`src/rtl/eth_mac_tx_framer.sv`:
```
// -----------------------------------------------------------------------------
// eth_mac_tx_framer
//
// GMII transmit framer for Ethernet II frames. For each accepted request it
// emits the preamble and SFD, the 14-byte header (destination MAC, SRC_MAC,
// EtherType), the streamed payload, zero padding up to MIN_PAYLOAD and the
// 4-byte FCS. It then holds the line idle for IFG_BYTES cycles. The FCS comes
// from an external byte-wide CRC-32 block that this module feeds through
// crc_d/crc_en/crc_clr and reads back through crc_data.
//
// Ports:
//   clk, rst_n            GMII TX clock (125 MHz), async active-low reset
//   tx_start              one-cycle frame request, sampled only in IDLE
//   tx_dst_mac            destination MAC, latched on an accepted tx_start
//   tx_eth_type           EtherType, latched on an accepted tx_start
//   tx_len                payload byte count, clamped to MAX_PAYLOAD
//   tx_busy               high from the cycle after acceptance through the last IFG cycle
//   tx_done / tx_err      one-cycle pulses: normal end / payload underrun
//   s_tdata/s_tvalid/s_tready  payload byte stream (consumed when valid & ready)
//   crc_d/crc_en/crc_clr  combinational controls to the CRC block
//   crc_data              registered CRC value from the CRC block
//   gmii_tx_en/tx_er/txd  registered GMII transmit outputs
// -----------------------------------------------------------------------------
module eth_mac_tx_framer #(
    parameter logic [47:0] SRC_MAC     = 48'h00_0A_35_01_FE_C0,
    parameter int          MIN_PAYLOAD = 46,
    parameter int          MAX_PAYLOAD = 1500,
    parameter int          IFG_BYTES   = 12
) (
    input  logic        clk,
    input  logic        rst_n,
    input  logic        tx_start,
    input  logic [47:0] tx_dst_mac,
    input  logic [15:0] tx_eth_type,
    input  logic [10:0] tx_len,
    output logic        tx_busy,
    output logic        tx_done,
    output logic        tx_err,
    input  logic [7:0]  s_tdata,
    input  logic        s_tvalid,
    output logic        s_tready,
    output logic [7:0]  crc_d,
    output logic        crc_en,
    output logic        crc_clr,
    input  logic [31:0] crc_data,
    output logic        gmii_tx_en,
    output logic        gmii_tx_er,
    output logic [7:0]  gmii_txd
);

    typedef enum logic [2:0] {
        S_IDLE,
        S_PRE,
        S_HDR,
        S_PAY,
        S_PAD,
        S_FCS,
        S_IFG
    } state_t;

    localparam logic [10:0] MAX_LEN  = 11'(MAX_PAYLOAD);
    localparam logic [10:0] MIN_LEN  = 11'(MIN_PAYLOAD);
    localparam logic [10:0] IFG_LAST = 11'(IFG_BYTES - 1);

    state_t       state;
    logic [10:0]  cnt;        // byte index within the current state
    logic [10:0]  len_q;      // clamped payload length of the frame in flight
    logic [10:0]  pad_q;      // number of zero pad bytes after the payload
    logic [111:0] hdr_sr;     // header bytes, shifted out MSB first
    logic         abort_q;    // frame ended by underrun (selects tx_err over tx_done)

    logic [10:0]  len_clamped;
    logic [10:0]  pad_calc;

    logic [7:0]   sel_byte;
    logic         sel_en;
    logic         sel_er;

    // FCS byte k is the complemented CRC byte k, bit-reversed, because the
    // CRC block presents its register in the opposite bit order to the wire.
    function automatic logic [7:0] fcs_byte(input logic [31:0] c, input logic [1:0] k);
        logic [7:0] b;
        logic [7:0] r;
        b = c[{k, 3'b000} +: 8];
        for (int j = 0; j < 8; j++) begin
            r[j] = ~b[7 - j];
        end
        return r;
    endfunction

    assign len_clamped = (tx_len > MAX_LEN) ? MAX_LEN : tx_len;
    assign pad_calc    = (len_clamped < MIN_LEN) ? (MIN_LEN - len_clamped) : 11'd0;

    // Byte selection for the current state; it lands on GMII one cycle later.
    // NOTE: every always_comb output gets a default first so no path leaves it unassigned, which would infer a latch.
    always_comb begin
        sel_byte = 8'h00;
        sel_en   = 1'b0;
        sel_er   = 1'b0;
        crc_en   = 1'b0;
        crc_clr  = 1'b0;
        s_tready = 1'b0;
        case (state)
            S_IDLE: crc_clr = 1'b1;
            S_PRE: begin
                sel_en   = 1'b1;
                sel_byte = (cnt == 11'd7) ? 8'hD5 : 8'h55;
            end
            S_HDR: begin
                sel_en   = 1'b1;
                sel_byte = hdr_sr[111:104];
                crc_en   = 1'b1;
            end
            S_PAY: begin
                s_tready = 1'b1;
                sel_en   = 1'b1;
                if (s_tvalid) begin
                    sel_byte = s_tdata;
                    crc_en   = 1'b1;
                end else begin
                    // Underrun: one 0x00 byte flagged with TX_ER, then abort.
                    sel_er = 1'b1;
                end
            end
            S_PAD: begin
                sel_en = 1'b1;
                crc_en = 1'b1;
            end
            S_FCS: begin
                sel_en   = 1'b1;
                sel_byte = fcs_byte(crc_data, cnt[1:0]);
            end
            default: ;
        endcase
        crc_d = sel_byte;
    end

    // NOTE: sequential state uses non-blocking assignments so every register samples pre-edge values.
    always_ff @(posedge clk or negedge rst_n) begin
        if (!rst_n) begin
            state      <= S_IDLE;
            cnt        <= '0;
            len_q      <= '0;
            pad_q      <= '0;
            hdr_sr     <= '0;
            abort_q    <= 1'b0;
            tx_busy    <= 1'b0;
            tx_done    <= 1'b0;
            tx_err     <= 1'b0;
            gmii_tx_en <= 1'b0;
            gmii_tx_er <= 1'b0;
            gmii_txd   <= '0;
        end else begin
            gmii_txd   <= sel_byte;
            gmii_tx_en <= sel_en;
            gmii_tx_er <= sel_er;
            tx_done    <= 1'b0;
            tx_err     <= 1'b0;

            case (state)
                S_IDLE: begin
                    if (tx_start) begin
                        state   <= S_PRE;
                        cnt     <= '0;
                        tx_busy <= 1'b1;
                        len_q   <= len_clamped;
                        pad_q   <= pad_calc;
                        hdr_sr  <= {tx_dst_mac, SRC_MAC, tx_eth_type};
                        abort_q <= 1'b0;
                    end
                end
                S_PRE: begin
                    if (cnt == 11'd7) begin
                        state <= S_HDR;
                        cnt   <= '0;
                    end else begin
                        cnt <= cnt + 11'd1;
                    end
                end
                S_HDR: begin
                    hdr_sr <= hdr_sr << 8;
                    if (cnt == 11'd13) begin
                        cnt <= '0;
                        if (len_q != 11'd0)      state <= S_PAY;
                        else if (pad_q != 11'd0) state <= S_PAD;
                        else                     state <= S_FCS;
                    end else begin
                        cnt <= cnt + 11'd1;
                    end
                end
                S_PAY: begin
                    if (!s_tvalid) begin
                        state   <= S_IFG;
                        cnt     <= '0;
                        abort_q <= 1'b1;
                    end else if (cnt == len_q - 11'd1) begin
                        cnt   <= '0;
                        state <= (pad_q != 11'd0) ? S_PAD : S_FCS;
                    end else begin
                        cnt <= cnt + 11'd1;
                    end
                end
                S_PAD: begin
                    if (cnt == pad_q - 11'd1) begin
                        state <= S_FCS;
                        cnt   <= '0;
                    end else begin
                        cnt <= cnt + 11'd1;
                    end
                end
                S_FCS: begin
                    if (cnt == 11'd3) begin
                        state <= S_IFG;
                        cnt   <= '0;
                    end else begin
                        cnt <= cnt + 11'd1;
                    end
                end
                S_IFG: begin
                    // First IFG cycle is when gmii_tx_en is registered low,
                    // so the end-of-frame pulse lines up with the drop.
                    if (cnt == 11'd0) begin
                        tx_done <= ~abort_q;
                        tx_err  <= abort_q;
                    end
                    if (cnt == IFG_LAST) begin
                        state   <= S_IDLE;
                        cnt     <= '0;
                        tx_busy <= 1'b0;
                    end else begin
                        cnt <= cnt + 11'd1;
                    end
                end
                default: state <= S_IDLE;
            endcase
        end
    end

endmodule

```
`config.mk`:
```
export PLATFORM = sky130hd
export DESIGN_NAME = eth_mac_tx_framer
export DESIGN_NICKNAME = d
export VERILOG_FILES = /design/src/rtl/eth_mac_tx_framer.sv
export SDC_FILE = /design/constraint.sdc
export NUM_CORES = 1
export LEC_CHECK = 0
export CORE_ASPECT_RATIO = 1.5
export CORE_MARGIN = 2
export CORE_UTILIZATION = 40
export DETAILED_ROUTE_END_ITERATION = 16
export PLACE_DENSITY_LB_ADDON = 0.08
export SYNTH_ARGS = -nofsm -noshare
export SYNTH_HDL_FRONTEND = slang
export SYNTH_SLANG_ARGS = --single-unit
```
`constraint.sdc`:
```
create_clock -name clk -period 4.4 [get_ports clk]
set_input_delay 0.44 -clock clk [delete_from_list [all_inputs] [get_ports clk]]
set_output_delay 0.44 -clock clk [all_outputs]
set_load 0.005 [all_outputs]
```
==> flow_summary.json, run 1 <==
{
  "cp-startpoint": "cnt[0]",
  "synth-compound-area-share": 0.1540,
  "critical_path_arrival_ns": 2.94,
  "post_synth_main_area_contributors": "sky130_fd_sc_hd__dfrtp_1 49%, sky130_fd_sc_hd__nand2_1 8.8%, sky130_fd_sc_hd__o21ai_0 7.9%, sky130_fd_sc_hd__mux2i_1 6.9%, sky130_fd_sc_hd__mux4_2 2.4%",
  "synth_top_flop_cell": "sky130_fd_sc_hd__dfrtp_1",
  "critPathSlowestCell": "sky130_fd_sc_hd__dfrtp_1",
  "path_delay_family": "flip-flops",
  "synth-seq-cells": 162,
  "syn-mean-instance-area_sq_um": 9.376,
  "worst_r2r_startpoint": "cnt[0]",
  "cts.hold.buffers_added": 0,
  "final_min_period_over_clock_period": 0.7683,
  "adder_cell_share_of_the_synthesized_area": 0.01055,
  "dieHeight_um": 180.4,
  "yosys-top-cells-count": "194 x sky130_fd_sc_hd__nand2_1, 162 x sky130_fd_sc_hd__dfrtp_1, 131 x sky130_fd_sc_hd__o21ai_0",
  "worst-path-max-fanout": 14,
  "synth_to_layout_area_growth_pct": 25.51,
  "dp.cells": 1240,
  "number_of_global_route_vias_before_repair": 6782,
  "worstPathCellList": "mux4_2, a21oi_1, a221o_1, clkdlybuf4s50_1",
  "floorplan.core_area_sq_mm": 0.02042,
  "worst_slew_margin_rel": 0.2710,
  "placementRows": 64,
  "switching_share": 0.3793,
  "final.min_clock_period_ns": 3.381,
  "start_kind": "register",
  "static-leakage-power_nw": 4.290,
  "io_pins": 143,
  "clockRootBuffer": "sky130_fd_sc_hd__clkbuf_16",
  "clk-insertion-delay-late_ns": 0.43,
  "irDropWorstVdd_mv": 0.2833,
  "cts_repair_resize_count": 0,
  "dieArea_sq_mm": 0.02194,
  "htree_num_levels": 4,
  "clkPwrFrac": 0.226,
  "gp_congestion": 0.8541,
  "yosys.cell_types.count": 65,
  "gr-usage-all-layers": 0.2102,
  "first_iter_violations": 424,
  "cell_pwr_density_mw_per_mm2": 619.2,
  "cts_inserted_buffers": 17,
  "avgViaCountPerCell": 5.198,
  "worstSetupEndpointType": "primary output",
  "pwr-share-comb": 0.373,
  "final-max-slew-violation-count": 0,
  "routed_wl_um": 21780,
  "grt_pass1_wl_um": 36080,
  "setup_viol": 0,
  "tritoncts": "built",
  "final_layout_size_suffix_gt1_frac": 0.06647,
  "outcome": "complete, no violations",
  "netlist.area_leader.share": 0.4885,
  "internal_power_mw": 4.003,
  "critical_path_required_ns": 3.96,
  "count_leader_synth": "sky130_fd_sc_hd__nand2_1",
  "synth-xor-area-share": 0.02850,
  "synth-async-reset-ratio": 1.000,
  "vias": 6617,
  "synthesized_instance_count": 885,
  "power_switching_mw": 2.446,
  "clock_sink_total": 162,
  "start_util": 0.4064,
  "dr.pass1.iters": 6,
  "mappedNetlistNets": 1011,
  "hp-class": "input pin to async pin",
  "number_of_antenna_violations_at_the_first_check_in_global_routing": 0,
  "largest_net_degree_at_the_start_of_global_routing": 128,
  "netlist.top_cell.by_area": "sky130_fd_sc_hd__dfrtp_1",
  "maxCapViolCount": 0,
  "crit_type": "register to primary output",
  "timing.setup.tns_ns": 0,
  "route.detailed.drc": 0,
  "final_cell_count_no_fill": 1273,
  "final-hold-violation-count": 0,
  "routedWlPerCell_um": 17.11,
  "utilization": 0.5100,
  "post_synth_and_or_nand_nor_area_fraction": 0.1745,
  "ant_nets": 0,
  "max_freq_ghz": 0.2958,
  "register_clock_pin_slew_on_the_reported_worst_setup_and_hold_paths_ns": 0.07,
  "skew_final_ns": 0.01506,
  "setup_repair_after_global_routing_missed_its_margin": "false",
  "dieWidth_um": 121.6,
  "combinational_family_with_the_most_area_after_synthesis": "simple AND/OR/NAND/NOR gates",
  "num-nets-final": 1121,
  "post_synth_instance_area_sq_mm": 0.008298,
  "cp_slowest_stage_delay_ns": 0.87,
  "post-cts-setup-buffer-count": 0,
  "fillerInstances": 1966,
  "yosysSeqAreaShare": 0.4885,
  "cts_buffer_depth": 2,
  "dp_hpwl_um": 15270,
  "yosys-mux-area-fraction": 0.09771,
  "io_buffers": 142,
  "number_of_flops_mapped_to_enable_cells_by_yosys": 0,
  "yosysWarnings": 0,
  "seq_power_share": 0.401,
  "slew_worst_pin_ns": 1.094,
  "globalRoute.totalOverflow": 0,
  "cp.buffers_inverters": 1
}
[power groups by stage]
stage          combinational (mW)  clock, mW  sequential, mW
2_1_floorplan                1.83          0            2.37
3_3_place_gp                 2.41          0            2.60
3_5_place_dp                 2.44          0            2.61
4_1_cts                      2.45       1.50            2.59
5_1_grt                      2.75       1.56            2.69
6_report                     2.41       1.46            2.58
[worst reg2reg max path: cells and delay by family (launching register included)]
| family | cells | cell delay, ns |
|---|---|---|
| multiplexers | 1 | 0.31 |
| adder cells (fa/ha/maj) | 1 | 0.40 |
| AND/OR/NAND/NOR | 2 | 0.36 |
| AO/OA/AOI/OAI | 3 | 0.77 |
| flip-flops | 1 | 0.87 |
[worst paths after layout]
kind                              end  slack, ns  depth (start not counted)
min in group clk              tx_done       0.43                          1
hold reg to reg               tx_done       0.43                          1
max in group asynchronous  hdr_sr[51]       3.26                          2
setup reg to reg             state[0]       1.58                          7
hold / removal               len_q[6]       0.08                          1
setup / recovery             crc_d[4]       1.02                          4
[metal layers]
layer	global-route usage	wire [um]
met2	0.3638	11600
met4	0.05839	344
met3	0.04019	648
met1	0.2665	9183
met5	0	0
[cell usage in the layout (no fill, tap or decap), drive strengths merged, types with 7 or more instances in the layout]
cell	count
clkbuf	18
buf	10
mux4	9
clkdlybuf4s50	141
dfrtp	162
a221o	7
xnor2	15
mux2i	57
o22ai	10
nand2	195
nor3	14
xor2	12
ha	7
o21ai	133
nor2	55
nor2b	9
nand3	12
a21oi	27
inv	28
[registers in the layout (all words and copies together) (netlist names), 3 cells and up]
signal / count
hdr_sr: 112
state: 3
pad_q: 11
len_q: 11
cnt: 11
gmii_txd: 8
[area by class of cell]
class | count | area (sq um) | share of cell area
Sequential cell | 162 | 4054 | 0.3892
Inverter | 20 | 75.07 | 0.007208
Multi-Input combinational cell | 643 | 3870 | 0.3716
Tap cell | 264 | 330.3 | 0.03172
Clock inverter | 14 | 141.4 | 0.01358
Clock buffer | 18 | 439.2 | 0.04217
Antenna cell | 1 | 2.502 | 0.0002403
Timing Repair Buffer | 151 | 1503 | 0.1443
[metrics by stage]
step | power (mW) | setup slack [ns] | hold WS [ns] | area, sq um
4_1_cts | 6.542 | 0.9632 | 0.1489 | 10410
6_report | 6.449 | 1.019 | 0.08156 | 10420
2_1_floorplan | 4.206 | 1.899 | 0.1444 | 8298
3_3_place_gp | 5.019 | 1.138 | 0.4269 | 9832
5_1_grt | 6.997 | 0.8006 | 0.1599 | 10410
3_5_place_dp | 5.049 | 1.084 | 0.4354 | 9832
[logic make-up (layout without fill, tap and decap cells)]
logic type	Yosys count	count (layout)
muxes	69	69
AOI/OAI and AO/OA	216	216
DFF	162	162
adders and majority gates	7	7
and+or+nand+nor	324	324
xor gates and xnor gates	27	27
other	0	1
buffers and inverters	80	203
Note: power is estimated with default switching activity, not from simulation.
==> run 2, diff against run 1 <==
==> constraint.sdc (replaced) <==
create_clock -name clk -period 2.8 [get_ports clk]
set_input_delay 0.28 -clock clk [delete_from_list [all_inputs] [get_ports clk]]
set_output_delay 0.28 -clock clk [all_outputs]
set_load 0.005 [all_outputs]
==> run 2 against run 1 <==
Global-route usage is 0.22 points higher. Routed wire length is 2.5% higher. Highest routed layer unchanged. Register-to-register slack worse by 1.4 ns.
==> flow_summary.json, run 2 (synthesis results as in run 1) <==
{
  "dp.cells": 1270,
  "timing.setup.tns_ns": 0,
  "mostFrequentLayoutCell": "sky130_fd_sc_hd__nand2_1",
  "most-common-layout-cells": "193 x sky130_fd_sc_hd__nand2_1, 158 x sky130_fd_sc_hd__dfrtp_1, 141 x sky130_fd_sc_hd__clkdlybuf4s50_1",
  "max_freq_ghz": 0.3726,
  "route.detailed.drc": 0,
  "cp-startpoint": "cnt[1]",
  "regMostFlops": "hdr_sr",
  "capturing_point_of_the_worst_reg2reg_path": "state[1]",
  "avgViaCountPerCell": 5.209,
  "register_clock_pin_slew_on_the_reported_worst_setup_and_hold_paths_ns": 0.07,
  "gr-usage-all-layers": 0.2124,
  "vias": 6798,
  "reg2reg_setup_slack_ns": 0.19,
  "start_kind": "register",
  "worst_r2r_startpoint": "len_q[0]",
  "timing.reg2reg.worst_path_depth": 9,
  "gp_congestion": 0.8669,
  "setup_viol": 0,
  "critical_path_required_ns": 2.52,
  "irDropWorstVdd_mv": 0.7981,
  "final-max-slew-violation-count": 0,
  "critical_path_arrival_ns": 2.40,
  "cell_pwr_density_mw_per_mm2": 957.0,
  "number_of_antenna_violations_at_the_first_check_in_global_routing": 0,
  "crit_type": "register to primary output",
  "final_min_period_over_clock_period": 0.9586,
  "final_cell_count_no_fill": 1305,
  "dieHeight_um": 180.4,
  "final-hold-violation-count": 0,
  "io_pins": 143,
  "outcome": "complete, no violations",
  "skew_final_ns": 0.008063,
  "placementRows": 64,
  "start_util": 0.4064,
  "cts_buffer_depth": 2,
  "clockRootBuffer": "sky130_fd_sc_hd__clkbuf_16",
  "largest_register_ff_count": 112,
  "synth_to_layout_area_growth_pct": 29.40,
  "tritoncts": "built",
  "ant_nets": 0,
  "globalRoute.totalOverflow": 0,
  "io_buffers": 142,
  "static-leakage-power_nw": 4.448,
  "floorplan.core_area_sq_mm": 0.02042,
  "routed_wl_um": 22310,
  "dieWidth_um": 121.6,
  "antenna_cells_inserted": 0,
  "cts_inserted_buffers": 17,
  "final_layout_size_suffix_gt1_frac": 0.1028,
  "final.min_clock_period_ns": 2.684,
  "dr.pass1.iters": 4,
  "clk-insertion-delay-late_ns": 0.42,
  "htree_num_levels": 4,
  "routedWlPerCell_um": 17.10,
  "worst-path-max-fanout": 8,
  "number_of_global_route_vias_before_repair": 6950,
  "maxCapViolCount": 0,
  "slew_worst_pin_ns": 0.8221,
  "num-nets-final": 1155,
  "hp-class": "input pin to async pin",
  "dieArea_sq_mm": 0.02194,
  "first_iter_violations": 422,
  "clock_sink_total": 162,
  "setup_repair_after_global_routing_missed_its_margin": "false",
  "worstSetupEndpointType": "primary output",
  "dp_hpwl_um": 15970,
  "worst_slew_margin_rel": 0.4520,
  "largest_net_degree_at_the_start_of_global_routing": 215,
  "grt_pass1_wl_um": 36750
}
[run 2: final cells by class]
| class | count | area (sq um) |
|---|---|---|
| Fill cell | 1918 | 9682 |
| Tap cell | 264 | 330.3 |
| Clock buffer | 20 | 446.7 |
| Multi-Input combinational cell | 643 | 3904 |
| Timing Repair Buffer | 185 | 1827 |
| Inverter | 20 | 75.07 |
| Clock inverter | 11 | 96.34 |
| Sequential cell | 162 | 4059 |
[run 2: worst max-delay path by stage]
| stage | slack, ns | depth (start not counted) | to |
|---|---|---|---|
| 4_1_cts | 0.01 | 7 | crc_d[7] |
| 3_3_place_gp | 0.22 | 11 | pad_q[6] |
| 2_1_floorplan | 0.30 | 10 | state[0] |
| 5_1_grt | 0.02 | 5 | crc_d[4] |
| 6_report | 0.12 | 5 | crc_d[4] |
| 3_5_place_dp | 0.17 | 11 | pad_q[10] |
[run 2: layer usage]
| layer | global-route usage | share of wire | up-vias |
|---|---|---|---|
| li1 | - | - | 3343 |
| met1 | 0.2730 | 0.43 | 3331 |
| met2 | 0.3706 | 0.53 | 100 |
| met3 | 0.03101 | 0.024 | 24 |
| met4 | 0.05839 | 0.017 | 0 |
| met5 | 0 | 0 | - |
[run 2: repair_timing]
action,CTS,global route
endpoints found under the setup margin,5,8
gates resized for setup,4,10
endpoints found under the hold margin,53,0
cloned,0,0
hold buffers,1,0
buffers inserted,0,3
[run 2: worst max-delay path, cell delays in order, from the launching register on]
cell	delay (ns)
sky130_fd_sc_hd__dfrtp_2	0.46
sky130_fd_sc_hd__buf_4	0.21
sky130_fd_sc_hd__mux4_2	0.33
sky130_fd_sc_hd__a21oi_1	0.21
sky130_fd_sc_hd__a221o_1	0.17
sky130_fd_sc_hd__clkdlybuf4s50_1	0.60
[run 2: metrics by stage]
stage	hold WS (ns)	instance area, sq um	worst slack (ns)	util	power [mW]
detailed placement	0.2850	10120	0.1703	0.4956	8.129
finish	0.3849	10740	0.1160	0.5259	10.28
floorplan	-0.01559	8298	0.2995	-	6.610
global route	0.4181	10740	0.02165	0.5259	11.12
global placement	0.2862	10120	0.2164	0.4956	8.079
CTS	0.3917	10680	0.01128	0.5231	10.35
[run 2: where the power goes]
group / internal, mW / leakage (nW) / total (mW) / switching, mW
combinational: 1.94 / 2.12 / 4.15 / 2.20
clock: 1.18 / 0.254 / 2.18 / 0.998
sequential: 3.29 / 2.07 / 3.95 / 0.667
==> run 3, diff against run 2 <==
--- a/config.mk
+++ b/config.mk
@@ -6,8 +6,8 @@
 export NUM_CORES = 1
 export LEC_CHECK = 0
 export CORE_ASPECT_RATIO = 1.5
-export CORE_MARGIN = 2
-export CORE_UTILIZATION = 40
+export CORE_MARGIN = 3
+export CORE_UTILIZATION = 48
 export DETAILED_ROUTE_END_ITERATION = 16
 export PLACE_DENSITY_LB_ADDON = 0.08
 export SYNTH_ARGS = -nofsm -noshare
==> run 3 against run 2 <==
Flip-flop and latch count unchanged. Global-route usage decreased by 0.13 points. Worst setup slack improved by 0.024 ns. Clock skew increased by 0.0054 ns. Largest power group unchanged. Die area decreased by 14%. Register-to-register slack got worse by 0.05 ns. Routed wire length decreased by 12%. Final cell count decreased by 4.7%. Critical path depth increased by 4. Non-clock buffer count decreased by 8.
==> flow_summary.json, run 3 (synthesis results as in run 1) <==
{
  "worstSetupEndpointType": "register",
  "postLayoutSetupSlackWorst_ns": 0.1402,
  "final_min_period_over_clock_period": 0.9499,
  "outcome": "complete, no violations",
  "routedWlPerCell_um": 15.82,
  "largest_register_ff_count": 112,
  "slew_worst_pin_ns": 0.7898,
  "clockRootBuffer": "sky130_fd_sc_hd__clkbuf_16",
  "cts_buffer_depth": 2,
  "ant_nets": 0,
  "route.detailed.drc": 0,
  "power_switching_mw": 3.806,
  "gr-usage-all-layers": 0.2111,
  "floorplan.core_area_sq_mm": 0.01684,
  "io_buffers": 142,
  "hp-class": "input pin to register",
  "final_layout_size_suffix_gt1_frac": 0.09574,
  "worst_slew_margin_rel": 0.4735,
  "setup_viol": 0,
  "regMostFlops": "hdr_sr",
  "final-hold-violation-count": 0,
  "maxCapViolCount": 0,
  "pwr-share-comb": 0.398,
  "cp_slowest_stage_delay_ns": 0.43,
  "vias": 6664,
  "avgViaCountPerCell": 5.357,
  "setup_repair_after_global_routing_missed_its_margin": "false",
  "max_freq_ghz": 0.3760,
  "gp_congestion": 0.9058,
  "routed_wl_um": 19680,
  "io_pins": 143,
  "dr.pass1.iters": 5,
  "static-leakage-power_nw": 4.428,
  "worst-path-max-fanout": 9,
  "clock_sink_total": 162,
  "dp_hpwl_um": 13680,
  "skew_final_ns": 0.01345,
  "internal_power_mw": 6.432,
  "worst_r2r_startpoint": "len_q[0]",
  "register_clock_pin_slew_on_the_reported_worst_setup_and_hold_paths_ns": 0.07,
  "crit_type": "register to register",
  "num-nets-final": 1147,
  "most-common-layout-cells": "193 x sky130_fd_sc_hd__nand2_1, 158 x sky130_fd_sc_hd__dfrtp_1, 141 x sky130_fd_sc_hd__clkdlybuf4s50_1",
  "final_cell_count_no_fill": 1244,
  "tritoncts": "built",
  "number_of_antenna_violations_at_the_first_check_in_global_routing": 0,
  "number_of_global_route_vias_before_repair": 6569,
  "start_kind": "register",
  "antenna_cells_inserted": 0,
  "placementRows": 58,
  "switching_share": 0.3717,
  "dieArea_sq_mm": 0.01893,
  "worstPathCellList": "inv_1, ha_1, nor4b_2, nand2_2, mux2_1, a221o_1, o211ai_4, nor2_4, mux2_4",
  "cell_pwr_density_mw_per_mm2": 961.9,
  "largest_net_degree_at_the_start_of_global_routing": 213,
  "timing.setup.tns_ns": 0,
  "first_iter_violations": 370,
  "dieWidth_um": 113.4,
  "seq_power_share": 0.381,
  "critPathSlowestCell": "sky130_fd_sc_hd__dfrtp_1",
  "critical_path_required_ns": 3.11,
  "final-max-slew-violation-count": 0,
  "hold_slack_ns": 0.3888,
  "preCtsSetupSlack_ns": 0.03565,
  "dp.cells": 1210,
  "htree_num_levels": 4,
  "critical_path_arrival_ns": 2.97,
  "dieHeight_um": 167.0,
  "fillerInstances": 1478,
  "grt_pass1_wl_um": 32390,
  "globalRoute.totalOverflow": 0,
  "mostFrequentLayoutCell": "sky130_fd_sc_hd__nand2_1",
  "cp-startpoint": "len_q[0]",
  "cts_inserted_buffers": 17,
  "clkPwrFrac": 0.221,
  "clk-insertion-delay-late_ns": 0.43,
  "irDropWorstVdd_mv": 0.9527,
  "min-delay-start": "tx_eth_type[0]",
  "final.min_clock_period_ns": 2.660,
  "start_util": 0.4929,
  "synth_to_layout_area_growth_pct": 28.27
}
[run 3: metal layers]
metal / global-route usage / vias to the layer above / part of all wire
met3: 0.03889 / 32 / 0.045
met5: 0 / - / 0
met2: 0.3537 / 179 / 0.50
li1: - / 3340 / -
met1: 0.2707 / 3113 / 0.44
met4: 0.08002 / 0 / 0.023
[run 3: path summary, 6_finish.rpt]
path,end,slack [ns],cells past startpoint
worst max-delay path,state[0],0.14,9
worst min-delay path,hdr_sr[0],0.39,3
worst max register to register,state[0],0.14,9
worst min register to register,tx_done,0.44,1
max in group asynchronous,hdr_sr[62],1.59,3
min in group asynchronous,hdr_sr[102],0.48,2
[run 3: stage by stage]
stage	power (mW)	util	instance area [sq um]
2_1_floorplan	6.610	-	8298
3_3_place_gp	7.921	0.5944	10010
3_5_place_dp	8.018	0.5944	10010
4_1_cts	10.32	0.6304	10610
5_1_grt	11.04	0.6322	10640
6_report	10.24	0.6322	10640
[run 3: worst max-delay path, delay by kind of cell (launching register included)]
family / cells / cell delay, ns
multiplexers: 2 / 0.63
AND/OR/NAND/NOR: 3 / 0.49
flip-flops: 1 / 0.43
adder cells (fa/ha/maj): 1 / 0.27
buffers and inverters: 1 / 0.08
AO/OA/AOI/OAI: 2 / 0.64
[run 3: final cells by class]
class	count	area, sq um	share of cell area
inverters	20	75.07	0.007053
clock inverters	14	148.9	0.01399
multi-input cells	643	3902	0.3666
repair buffers	177	1767	0.1660
well taps	210	262.8	0.02469
clock buffers	18	429.2	0.04032
flip-flops and latches	162	4059	0.3813
[run 3: power by group through the flow]
stage                     sequential [mW]  clock [mW]  combinational (mW)
after global placement               3.90           0                4.02
after CTS                            3.90        2.32                4.10
after global routing                 4.03        2.41                4.59
after detailed placement             3.94           0                4.08
after floorplan                      3.73           0                2.88
final                                3.90        2.26                4.08
[run 3: repair_timing]
| item | in CTS | in global routing |
|---|---|---|
| gates resized for setup | 4 | 8 |
| pin swaps | 0 | 0 |
| buffers inserted | 1 | 0 |
| hold endpoints to repair | 79 | 0 |
| endpoints found under the setup margin | 1 | 6 |
| hold buffers | 1 | 0 |
